===== config.mk =====
export PLATFORM = sky130hd
export DESIGN_NAME = fpu_wb_stage_flat
export DESIGN_NICKNAME = d
export VERILOG_FILES = /design/src/rtl/fpu_wb_if.sv /design/src/rtl/fpu_wb_stage.sv /design/src/flat_wrapper.sv
export SDC_FILE = /design/constraint.sdc
export NUM_CORES = 1
export LEC_CHECK = 0
export BUFFER_PORTS_ARGS = -buffer_cell sky130_fd_sc_hd__buf_4
export CAP_MARGIN = 5
export CORE_MARGIN = 10
export CORE_UTILIZATION = 45
export CTS_BUF_LIST = sky130_fd_sc_hd__clkbuf_16
export DETAILED_ROUTE_END_ITERATION = 8
export PLACE_DENSITY = 0.8
export REMOVE_ABC_BUFFERS = 1
export SYNTH_ARGS = -nofsm -noshare
export SYNTH_HDL_FRONTEND = slang
export SYNTH_SLANG_ARGS = --single-unit

===== constraint.sdc =====
create_clock -name clk -period 2.6 [get_ports clk]
set_input_delay 0.13 -clock clk [delete_from_list [all_inputs] [get_ports clk]]
set_output_delay 0.13 -clock clk [all_outputs]
set_load 0.03 [all_outputs]

===== src/rtl/fpu_wb_if.sv =====
// Bundle of the FPU-to-writeback and writeback-to-regfile signals.
// Handshake rules (both channels): a transfer happens on a rising clk edge
// where valid and ready are both high. The in_* channel is special in that
// ready is raised only once the stage has captured the result or consumed a
// no-op; upstream keeps in_valid and its payload stable until then. On the
// wb_* channel the stage keeps wb_valid/wb_addr/wb_data stable until wb_ready.
interface fpu_wb_if;
  logic        in_valid;
  logic        in_ready;
  logic [3:0]  in_ctrl;
  logic [5:0]  in_reg_addr;
  logic [31:0] in_dd_val;
  logic        wb_valid;
  logic        wb_ready;
  logic [5:0]  wb_addr;
  logic [31:0] wb_data;
  logic        pend_valid;
  logic [5:0]  pend_addr;

  // Upstream FPU plus register file side.
  modport master (
    output in_valid, in_ctrl, in_reg_addr, in_dd_val, wb_ready,
    input  in_ready, wb_valid, wb_addr, wb_data, pend_valid, pend_addr
  );

  // The writeback stage itself.
  modport slave (
    input  in_valid, in_ctrl, in_reg_addr, in_dd_val, wb_ready,
    output in_ready, wb_valid, wb_addr, wb_data, pend_valid, pend_addr
  );
endinterface


===== src/rtl/fpu_wb_stage.sv =====
// Writeback stage behind the combinational FPU. Waits a per-opcode number of
// cycles so the FPU paths settle as multicycle paths, captures the result,
// and holds it until the register file takes it. The pending destination is
// exported so issue logic can stall on hazards.
module fpu_wb_stage #(
  parameter int ARITH_LAT = 2,
  parameter int DIV_LAT   = 4,
  parameter int CNT_W     = 3
) (
  input  logic             clk,
  input  logic             rst,
  input  logic             flush,
  fpu_wb_if.slave          bus,
  output logic [1:0]       dbg_state,
  output logic [CNT_W-1:0] dbg_cnt,
  output logic [3:0]       dbg_ctrl
);

  localparam logic [1:0] IDLE = 2'd0;
  localparam logic [1:0] WAIT = 2'd1;
  localparam logic [1:0] OUT  = 2'd2;

  // Counter preload is LAT-2; the arm is only used when LAT > 1.
  localparam int ARITH_M2_I = (ARITH_LAT >= 2) ? ARITH_LAT - 2 : 0;
  localparam int DIV_M2_I   = (DIV_LAT >= 2) ? DIV_LAT - 2 : 0;
  localparam logic [CNT_W-1:0] ARITH_M2 = CNT_W'(ARITH_M2_I);
  localparam logic [CNT_W-1:0] DIV_M2   = CNT_W'(DIV_M2_I);

  logic [1:0]       state;
  logic [CNT_W-1:0] cnt;
  logic [5:0]       a_reg;
  logic [3:0]       c_reg;
  logic [31:0]      d_reg;

  logic             is_nop;
  logic             lat_one;
  logic [CNT_W-1:0] lat_m2;
  logic             no_wb;

  // Decode the latency class of the opcode presented by the FPU.
  always_comb begin
    is_nop  = 1'b0;
    lat_one = 1'b1;
    lat_m2  = '0;
    if (bus.in_ctrl == 4'd0 || bus.in_ctrl == 4'd15) begin
      is_nop = 1'b1;
    end else if (bus.in_ctrl <= 4'd3) begin
      lat_one = (ARITH_LAT == 1);
      lat_m2  = ARITH_M2;
    end else if (bus.in_ctrl <= 4'd5) begin
      lat_one = (DIV_LAT == 1);
      lat_m2  = DIV_M2;
    end
  end

  // Ops that never produce a register write: no-ops and writes to x0.
  assign no_wb = is_nop || (bus.in_reg_addr == 6'd0);

  // Upstream ready: raised the cycle the result is captured or the op dropped.
  always_comb begin
    bus.in_ready = 1'b0;
    if (!rst && !flush) begin
      case (state)
        IDLE:    bus.in_ready = bus.in_valid && (no_wb || lat_one);
        WAIT:    bus.in_ready = (cnt == '0);
        default: bus.in_ready = 1'b0;
      endcase
    end
  end

  // Output views; address and data read as zero whenever they are not valid.
  always_comb begin
    bus.wb_valid   = (state == OUT);
    bus.wb_addr    = bus.wb_valid ? a_reg : 6'd0;
    bus.wb_data    = bus.wb_valid ? d_reg : 32'd0;
    bus.pend_valid = (state == WAIT) || (state == OUT);
    bus.pend_addr  = bus.pend_valid ? a_reg : 6'd0;
  end

  assign dbg_state = state;
  assign dbg_cnt   = cnt;
  assign dbg_ctrl  = c_reg;

  // Control FSM and result capture; reset beats flush beats normal operation.
  always_ff @(posedge clk) begin
    if (rst) begin
      state <= IDLE;
      cnt   <= '0;
      a_reg <= '0;
      c_reg <= '0;
      d_reg <= '0;
    end else if (flush) begin
      state <= IDLE;
    end else begin
      case (state)
        IDLE: begin
          if (bus.in_valid && !no_wb) begin
            a_reg <= bus.in_reg_addr;
            if (lat_one) begin
              d_reg <= bus.in_dd_val;
              state <= OUT;
            end else begin
              c_reg <= bus.in_ctrl;
              cnt   <= lat_m2;
              state <= WAIT;
            end
          end
        end
        WAIT: begin
          if (cnt != '0) begin
            cnt <= cnt - 1'b1;
          end else begin
            d_reg <= bus.in_dd_val;
            state <= OUT;
          end
        end
        OUT: begin
          if (bus.wb_ready) state <= IDLE;
        end
        default: state <= IDLE;
      endcase
    end
  end

endmodule


===== src/flat_wrapper.sv =====
// flat-port wrapper written by rule: the top's interface ports become plain ports
module fpu_wb_stage_flat 
#(
  parameter int ARITH_LAT = 2,
  parameter int DIV_LAT   = 4,
  parameter int CNT_W     = 3
)
  (clk, rst, flush, dbg_state, dbg_cnt, dbg_ctrl, bus_in_valid, bus_in_ctrl, bus_in_reg_addr, bus_in_dd_val, bus_wb_ready, bus_in_ready, bus_wb_valid, bus_wb_addr, bus_wb_data, bus_pend_valid, bus_pend_addr);
  fpu_wb_if bus_i ();
  input  logic clk;
  input  logic rst;
  input  logic flush;
  output logic [1:0] dbg_state;
  output logic [CNT_W-1:0] dbg_cnt;
  output logic [3:0] dbg_ctrl;
  input wire logic [$bits(bus_i.in_valid)-1:0] bus_in_valid;
  input wire logic [$bits(bus_i.in_ctrl)-1:0] bus_in_ctrl;
  input wire logic [$bits(bus_i.in_reg_addr)-1:0] bus_in_reg_addr;
  input wire logic [$bits(bus_i.in_dd_val)-1:0] bus_in_dd_val;
  input wire logic [$bits(bus_i.wb_ready)-1:0] bus_wb_ready;
  output wire logic [$bits(bus_i.in_ready)-1:0] bus_in_ready;
  output wire logic [$bits(bus_i.wb_valid)-1:0] bus_wb_valid;
  output wire logic [$bits(bus_i.wb_addr)-1:0] bus_wb_addr;
  output wire logic [$bits(bus_i.wb_data)-1:0] bus_wb_data;
  output wire logic [$bits(bus_i.pend_valid)-1:0] bus_pend_valid;
  output wire logic [$bits(bus_i.pend_addr)-1:0] bus_pend_addr;
  assign bus_i.in_valid = bus_in_valid;
  assign bus_i.in_ctrl = bus_in_ctrl;
  assign bus_i.in_reg_addr = bus_in_reg_addr;
  assign bus_i.in_dd_val = bus_in_dd_val;
  assign bus_i.wb_ready = bus_wb_ready;
  assign bus_in_ready = bus_i.in_ready;
  assign bus_wb_valid = bus_i.wb_valid;
  assign bus_wb_addr = bus_i.wb_addr;
  assign bus_wb_data = bus_i.wb_data;
  assign bus_pend_valid = bus_i.pend_valid;
  assign bus_pend_addr = bus_i.pend_addr;
  fpu_wb_stage #(.ARITH_LAT(ARITH_LAT), .DIV_LAT(DIV_LAT), .CNT_W(CNT_W)) u_core (.clk(clk), .rst(rst), .flush(flush), .bus(bus_i), .dbg_state(dbg_state), .dbg_cnt(dbg_cnt), .dbg_ctrl(dbg_ctrl));
endmodule

==> run_results.csv, run 1 <==
group,metric,value,unit
clock_network,cts_buffers,5,
cells_and_area,area_growth,40.1,%
sta,slew_violations,0,
cells_and_area,fillCellCount,472,
route,vias,2379,
setup_path,critPathMaxFanout,32,
logic_synthesis,synth_seq_cells,47,
global_routing,grt_pass1_vias,2397,
clock_network,clockRootBuffer,"clkbuf_16",
pwr,peakVddDrop,0.468,mV
setup_path,cp_data_arrival_time,2.48,ns
clock_network,worstSkewPairLatency,0.28,ns
floorplan,fp-row-count,26,
setup_path,cp-end-kind,"flop",
floorplan,io-pin-count,103,
route,drt-wirelength-per-cell,15.6,um
floorplan,die_w,92.6,um
clock_network,clk_pin_slew,0.06,ns
pwr,power,0.00167,W
setup_path,crit_slowest_cell,"a221o_1",
sta,hold_viol,0,
floorplan,dieArea,0.00857,mm^2
global_routing,grt_max_degree,51,
clock_network,htreeDepth,2,
logic_synthesis,yosysSeqAreaShare,39.7,%
place,pre_cts_slack,0.196,ns
cells_and_area,nets,433,
place,numPortBuffers,102,
logic_synthesis,synthTopCellsByCount,"47 x dfxtp_1, 44 x and2_1, 37 x a21oi_1",
logic_synthesis,synth_edf_count,0,
sta,setup_ws,0.327,ns
setup_path,critical_path_class,"reg -> reg",
logic_synthesis,ys.flop_type,"dfxtp_1",
sta,max_freq,0.440,GHz
logic_synthesis,syn_avg_cell_area,8.11,um^2
global_routing,grt_usage,16.2,%
sta,finalCritPeriodShare,87.4,%
setup_path,crit_path_cell_trace,"inv_1, ha_1, nand2b_1, a221o_1, o21ai_0, a21oi_1",
pwr,leakage,1.39,nW
logic_synthesis,synthArstFlopShare,0,%
clock_network,cts_tree,"built",
clock_network,cts_sinks,47,
route,routed_wl,7.06,mm
logic_synthesis,synthCells,292,
cells_and_area,post-route-util,65.0,%
outcome,status,"finished clean",
cells_and_area,largest_reg_flops,32,
setup_path,slowest_delay,0.84,ns
route,via_per_inst,5.26,
clock_network,cts.path.max_buffers,2,
logic_synthesis,yosys.area.top_type_share,39.7,%
sta,maxSlewHeadroom,36.4,%
cells_and_area,layout-drive-gt1-share,31.4,%
cells_and_area,diodes,0,
sta,setup_viol,0,
clock_network,cts_hold_buf,0,
sta,grt_setup_unrepaired,"false",
hold_path,hold_path_class,"in -> reg",
place,gp_congestion,0.820,
floorplan,core_area,0.00511,mm^2
floorplan,die_h,92.6,um
setup_path,path_buf_inv,1,
route,drc,0,
global_routing,grt_pass1_wl,11.7,mm
setup_path,critPathLaunchType,"flop",
logic_synthesis,synthDistinctLibCells,38,
sta,worst_clock_skew,0.00435,ns
setup_path,path_delay_family,"compound AO/OA/AOI/OAI gates",
logic_synthesis,syn-cell-area,0.00237,mm^2
floorplan,start_util,46.4,%
setup_path,cp.required,2.80,ns
global_routing,grt_antenna_before_repair,0,
logic_synthesis,yosys_warnings,0,
logic_synthesis,synth_top_area_cell,"dfxtp_1",
route,ant_nets,0,
pwr,power_density,502,mW/mm^2
sta,worst_pin_slew,0.953,ns
route,drt_iter0_drc,91,
job,cap_violations,0,
sta,period_needed,2.27,ns
route,drt_first_pass_iters,4,
logic_synthesis,yosysMostFrequentCell,"dfxtp_1",
place,hpwl,5.09,mm
logic_synthesis,synthTopCellsByArea,"dfxtp_1 40%, and2_1 12%, a21oi_1 7.8%",
global_routing,gr-total-overflow,0,
logic make-up after synthesis:
group,after synthesis,synth area share [%]
simple gates,115,27.7
compound gates,85,20.7
flops,47,39.7
buf+inv,30,4.97
mux,10,4.28
fa+ha+maj,5,2.64
report_power, final:
group	switching (W)	internal, W	total, W	leakage [nW]
Combinational	0.000176	0.000117	0.000292	0.940
Clock	0.000258	0.000351	0.000609	0.0726
Sequential	0.0000130	0.000751	0.000764	0.382
Total	0.000447	0.00122	0.00167	1.39
worst reg2reg max path, stage by stage (launching register included):
cell and delay [ns]:
dfxtp_1 0.38, inv_1 0.08, ha_1 0.22, nand2b_1 0.25, a221o_1 0.85, o21ai_0 0.23, a21oi_1 0.19
per-layer routing:
layer | vias to the layer above | GRT usage, % | wire (um)
met4 | 0 | 6.17 | 163
met1 | 1104 | 18.4 | 2830
met3 | 12 | 3.79 | 306
met5 | - | 0 | 0
met2 | 58 | 28.6 | 3760
li1 | 1205 | - | -
layout make-up:
class / count / area [um^2] / area share [%]
clock buffers: 5 / 125 / 3.77
inverters: 7 / 26.3 / 0.792
well taps: 70 / 87.6 / 2.64
clock inverters: 3 / 16.3 / 0.490
multi-input cells: 215 / 1340 / 40.2
repair buffers: 105 / 788 / 23.7
flip-flops and latches: 47 / 941 / 28.3
path summary, 6_finish.rpt:
kind                 endpoint  slack (ns)  cells past startpoint          startpoint
max          u_core.d_reg[13]        0.33                      6   u_core.dbg_cnt[0]
min           u_core.a_reg[3]        0.10                      3  bus_in_reg_addr[3]
max reg2reg  u_core.d_reg[13]        0.33                      6   u_core.dbg_cnt[0]
min reg2reg  u_core.d_reg[30]        0.47                      2    u_core.d_reg[30]
layout by cell type, fill, tap and decap left out, types with 2 or more instances in the layout:
cell       count
nand2_1        5
a21oi_1       37
dfxtp_1       47
nand3_1       33
inv_1          8
o21ai_0       33
ha_1           5
o41ai_1        2
nand4_1        2
buf_4        105
nor2_1        15
mux2i_1        9
nor3_1         4
nand2b_1       4
and2_1        44
clkbuf_16      5
per-stage QoR:
| stage | cells | setup TNS [ns] | instance area (um^2) | hold WS (ns) |
|---|---|---|---|---|
| finish | 452 | 0 | 3320 | 0.102 |
| global route | 452 | 0 | 3320 | 0.107 |
| CTS | 452 | 0 | 3320 | 0.101 |
| detailed placement | 444 | 0 | 3180 | 0.389 |
| global placement | 444 | 0 | 3180 | 0.379 |
| floorplan | 269 | -20.47 | 2280 | 0.199 |
what timing repair did:
action,in CTS,in global routing
setup endpoints to repair,0,1
buffers inserted,0,0
gates resized for setup,0,1
(Power assumes the default switching activity.)
==> inputs of run 2 (changes only) <==
CORE_UTILIZATION = 47   (was 45)
PLACE_DENSITY = 0.83   (was 0.8)
==> run_results.csv, run 2 (synthesized netlist as in run 1, its figures left out) <==
group,metric,value,unit
outcome,status,"finished clean",
hold_path,hold_path_class,"in -> reg",
sta,finalCritPeriodShare,89.9,%
sta,hold_viol,0,
global_routing,grt_antenna_before_repair,0,
sta,maxSlewHeadroom,36.5,%
setup_path,crit_path_cell_trace,"inv_1, ha_1, nand2_1, o22a_1, o21ai_0, a21oi_1",
floorplan,fp-row-count,25,
setup_path,slowest_delay,0.80,ns
setup_path,path_buf_inv,1,
clock_network,cts_hold_buf,0,
clock_network,cts_sinks,47,
floorplan,dieArea,0.00828,mm^2
sta,setup_viol,0,
route,routed_wl,7.09,mm
cells_and_area,area_growth,39.9,%
cells_and_area,layout-drive-gt1-share,31.4,%
cells_and_area,final_cell_mix,"105 x buf_4, 47 x dfxtp_1, 44 x and2_1",
setup_path,critical_path_class,"reg -> reg",
setup_path,crit_slowest_cell,"o22a_1",
job,cap_violations,0,
clock_network,htreeDepth,2,
route,drc,0,
setup_path,path_delay_family,"compound AO/OA/AOI/OAI gates",
pwr,power_density,502,mW/mm^2
sta,tns,0,ns
global_routing,gr-total-overflow,0,
global_routing,grt_usage,16.0,%
route,drt_iter0_drc,190,
place,gp_congestion,0.818,
sta,slew_violations,0,
cells_and_area,diodes,0,
cells_and_area,largest_reg_flops,32,
place,numPortBuffers,102,
global_routing,grt_max_degree,51,
sta,hold_ws,0.100,ns
route,via_per_inst,5.33,
pwr,peakVddDrop,0.364,mV
floorplan,die_w,91.0,um
clock_network,clockRootBuffer,"clkbuf_16",
clock_network,cts_resized,0,
route,ant_nets,0,
setup_path,critPathLaunchType,"flop",
floorplan,die_h,91.0,um
clock_network,cts.path.max_buffers,2,
setup_path,cp-end-kind,"flop",
setup_path,critPathMaxFanout,32,
cells_and_area,stdcell_count,449,
place,post-place-cells,441,
setup_path,cp.required,2.81,ns
cells_and_area,final_common_cell,"buf_4",
cells_and_area,nets,433,
route,drt_first_pass_iters,4,
cells_and_area,fillCellCount,444,
clock_network,cts_buffers,5,
clock_network,worstSkewPairLatency,0.28,ns
place,hpwl,5.07,mm
global_routing,grt_pass1_wl,11.4,mm
clock_network,postCtsSetupBuffers,0,
clock_network,cts_tree,"built",
sta,max_freq,0.428,GHz
floorplan,start_util,49.2,%
floorplan,io-pin-count,103,
sta,period_needed,2.34,ns
floorplan,core_area,0.00482,mm^2
sta,worst_clock_skew,0.00523,ns
setup_path,cp_data_arrival_time,2.55,ns
route,drt-wirelength-per-cell,15.8,um
sta,grt_setup_unrepaired,"false",
global_routing,grt_pass1_vias,2333,
pwr,leakage,1.39,nW
clock_network,clk_pin_slew,0.06,ns
route,vias,2391,
sta,worst_pin_slew,0.952,ns
-- run 2: cell types whose count changed in the layout (fill, tap and decap cells not counted), sizes merged --
cell and change:
clkinv -1, clkinvlp +1
-- run 2: metal layers --
layer / vias to the layer above / global-route usage, % / share of wire [%]
li1: 1205 / - / -
met1: 1104 / 18.1 / 39
met2: 70 / 28.5 / 53
met3: 12 / 3.54 / 5.4
met4: 0 / 6.01 / 2.3
met5: - / 0 / 0
-- run 2: worst paths after layout --
path	cells past startpoint	slack, ns	to	from
worst min-delay path	3	0.10	u_core.a_reg[2]	bus_in_reg_addr[2]
worst min register to register	2	0.47	u_core.d_reg[24]	u_core.d_reg[24]
worst max-delay path	6	0.26	u_core.d_reg[29]	u_core.dbg_state[1]
worst max register to register	6	0.26	u_core.d_reg[29]	u_core.dbg_state[1]
-- run 2: where the power goes --
part	total [W]	switching, W	internal, W	leakage, nW
logic	0.000292	0.000176	0.000116	0.940
clock network	0.000607	0.000256	0.000351	0.0710
registers	0.000765	0.0000137	0.000751	0.382
-- run 2: area by class of cell --
cell class                 count  area [um^2]  area share [%]
clock buffer                   5          125            3.78
clock inverter                 3         16.3           0.491
inverter                       7         26.3           0.793
multi-input combinational    215         1330            40.2
sequential                    47          941            28.4
tap                           67         83.8            2.53
timing repair buffer         105          788            23.8
-- run 2: stage by stage --
step           setup slack (ns)  util [%]  area, um^2  power (W)
5_1_grt                  0.0285      68.8        3310    0.00173
3_3_place_gp              0.332      65.9        3170    0.00107
2_1_floorplan            -0.640         -        2280   0.000929
6_report                  0.261      68.8        3310    0.00166
4_1_cts                   0.229      68.8        3310    0.00167
3_5_place_dp              0.278      65.9        3170    0.00107
-- run 2: tightest hold or removal path: stages --
cell	delay [ns]
buf_4	0.09
mux2i_1	0.06
nor2_1	0.07
==> inputs of run 3 (changes only) <==
PLACE_DENSITY = default   (was 0.83)
PLACE_DENSITY_LB_ADDON = 0.05   (was default)
==> run_results.csv, run 3 (synthesized netlist as in run 1, its figures left out) <==
group,metric,value,unit
sta,max_freq,0.446,GHz
sta,slew_violations,0,
global_routing,gr-total-overflow,0,
place,gp_congestion,0.777,
outcome,status,"finished clean",
route,drt_first_pass_iters,4,
clock_network,worstSkewPairLatency,0.28,ns
floorplan,io-pin-count,103,
setup_path,critPathLaunchType,"flop",
clock_network,clockRootBuffer,"clkbuf_16",
hold_path,holdPathStages,3,
route,dr_wl_met3,443,um
clock_network,htreeDepth,2,
pwr,peakVddDrop,0.344,mV
route,dr_wl_met2,3.44,mm
setup_path,cp-end-kind,"flop",
setup_path,cp_data_arrival_time,2.46,ns
route,drt-wirelength-per-cell,15.6,um
cells_and_area,area_growth,39.9,%
route,top_layer_used,"met4",
place,hpwl,4.85,mm
route,ant_nets,0,
floorplan,die_w,91.0,um
cells_and_area,largest_reg_flops,32,
global_routing,grt_antenna_before_repair,0,
clock_network,cts_hold_buf,0,
floorplan,die_h,91.0,um
hold_path,hold_path_class,"in -> reg",
route,vias,2347,
hold_path,holdCritStartpoint,"bus_in_reg_addr[3]",
clock_network,cts_sinks,47,
sta,worst_pin_slew,0.958,ns
setup_path,critPathMaxFanout,32,
clock_network,cts_tree,"built",
global_routing,grt_usage,16.2,%
route,m1WireLength,3.06,mm
sta,grt_setup_unrepaired,"false",
setup_path,reg2reg_slack,0.36,ns
cells_and_area,final_common_cell,"buf_4",
sta,hold_viol,0,
setup_path,r2r-start,"u_core.dbg_cnt[0]",
place,post-place-cells,441,
global_routing,grt_max_degree,51,
route,routed_wl,7.01,mm
cells_and_area,nets,433,
sta,period_needed,2.24,ns
job,cap_violations,0,
pwr,power_density,504,mW/mm^2
sta,setup_ws,0.357,ns
sta,finalCritPeriodShare,86.3,%
sta,maxSlewHeadroom,36.1,%
cells_and_area,diodes,0,
cells_and_area,final_cell_mix,"105 x buf_4, 47 x dfxtp_1, 44 x and2_1",
floorplan,start_util,49.2,%
sta,worst_clock_skew,0.00466,ns
floorplan,fp-row-count,25,
clock_network,cts_buffers,5,
clock_network,cts.path.max_buffers,2,
setup_path,rr_endpoint,"u_core.d_reg[28]",
global_routing,grt_pass1_wl,11.4,mm
sta,setup_viol,0,
global_routing,grt_pass1_vias,2230,
place,postPlaceCellArea,0.00317,mm^2
setup_path,cp.required,2.81,ns
route,drc,0,
cells_and_area,layout-drive-gt1-share,31.8,%
setup_path,r2r_cells,6,
cells_and_area,post-route-util,68.8,%
place,numPortBuffers,102,
pwr,leakage,1.39,nW
cells_and_area,fin_area,0.00331,mm^2
cells_and_area,stdcell_count,448,
route,via_per_inst,5.24,
hold_path,hold_path_end,"u_core.a_reg[3]",
floorplan,dieArea,0.00828,mm^2
route,drt_iter0_drc,124,
place,pre_cts_slack,0.262,ns
clock_network,clk_pin_slew,0.06,ns
setup_path,critical_path_class,"reg -> reg",
floorplan,core_area,0.00482,mm^2
==> run 3: changes by cell type in the layout (fill, tap and decap cells not counted), sizes merged <==
cell,before,now
clkinv,1,2
clkinvlp,1,0
inv,8,7
==> run 3: repair_timing <==
| item | CTS | global route |
|---|---|---|
| gates resized for setup | 0 | 1 |
| endpoints found under the hold margin | 0 | 0 |
| setup endpoints to repair | 0 | 6 |
| setup buffers | 0 | 0 |
==> run 3: layer usage <==
layer,track usage [%],vias up
met4,3.92,0
met5,0,-
li1,-,1202
met2,25.4,64
met3,4.77,7
met1,21.3,1074
==> run 3: where the power goes <==
part | internal (W) | switching [W] | total [W]
Clock | 0.000351 | 0.000263 | 0.000613
Combinational | 0.000117 | 0.000176 | 0.000293
Sequential | 0.000751 | 0.0000132 | 0.000765
==> run 3: layout make-up <==
| type | instances | area [um^2] |
|---|---|---|
| Tap cell | 67 | 83.8 |
| Timing Repair Buffer | 105 | 788 |
| Clock inverter | 2 | 13.8 |
| Multi-Input combinational cell | 215 | 1340 |
| Fill cell | 431 | 1500 |
| Sequential cell | 47 | 941 |
| Inverter | 7 | 26.3 |
| Clock buffer | 5 | 125 |
==> run 3: metrics by stage <==
step / setup TNS [ns] / hold WS [ns] / total power, W
CTS: 0 / 0.0973 / 0.00168
global placement: 0 / 0.374 / 0.00107
floorplan: -20.47 / 0.199 / 0.000929
finish: 0 / 0.0952 / 0.00167
global route: 0 / 0.103 / 0.00174
detailed placement: 0 / 0.385 / 0.00107
==> run 3: how the worst max path moves through the flow <==
stage	from	end	depth (start not counted)
final	u_core.dbg_cnt[0]	u_core.d_reg[28]	6
after global routing	u_core.dbg_state[0]	u_core.d_reg[20]	5
after CTS	u_core.dbg_state[0]	u_core.d_reg[28]	6
after detailed placement	bus_in_reg_addr[0]	u_core.d_reg[28]	6
after global placement	bus_in_reg_addr[0]	u_core.d_reg[30]	6
after floorplan	u_core.dbg_state[0]	u_core.d_reg[0]	5
==> run 3: critical path: stages, from the launching register on <==
cell,delay [ns]
dfxtp_1,0.39
inv_1,0.08
ha_1,0.21
nand2b_1,0.24
a221o_1,0.85
o21ai_0,0.21
a21oi_1,0.18
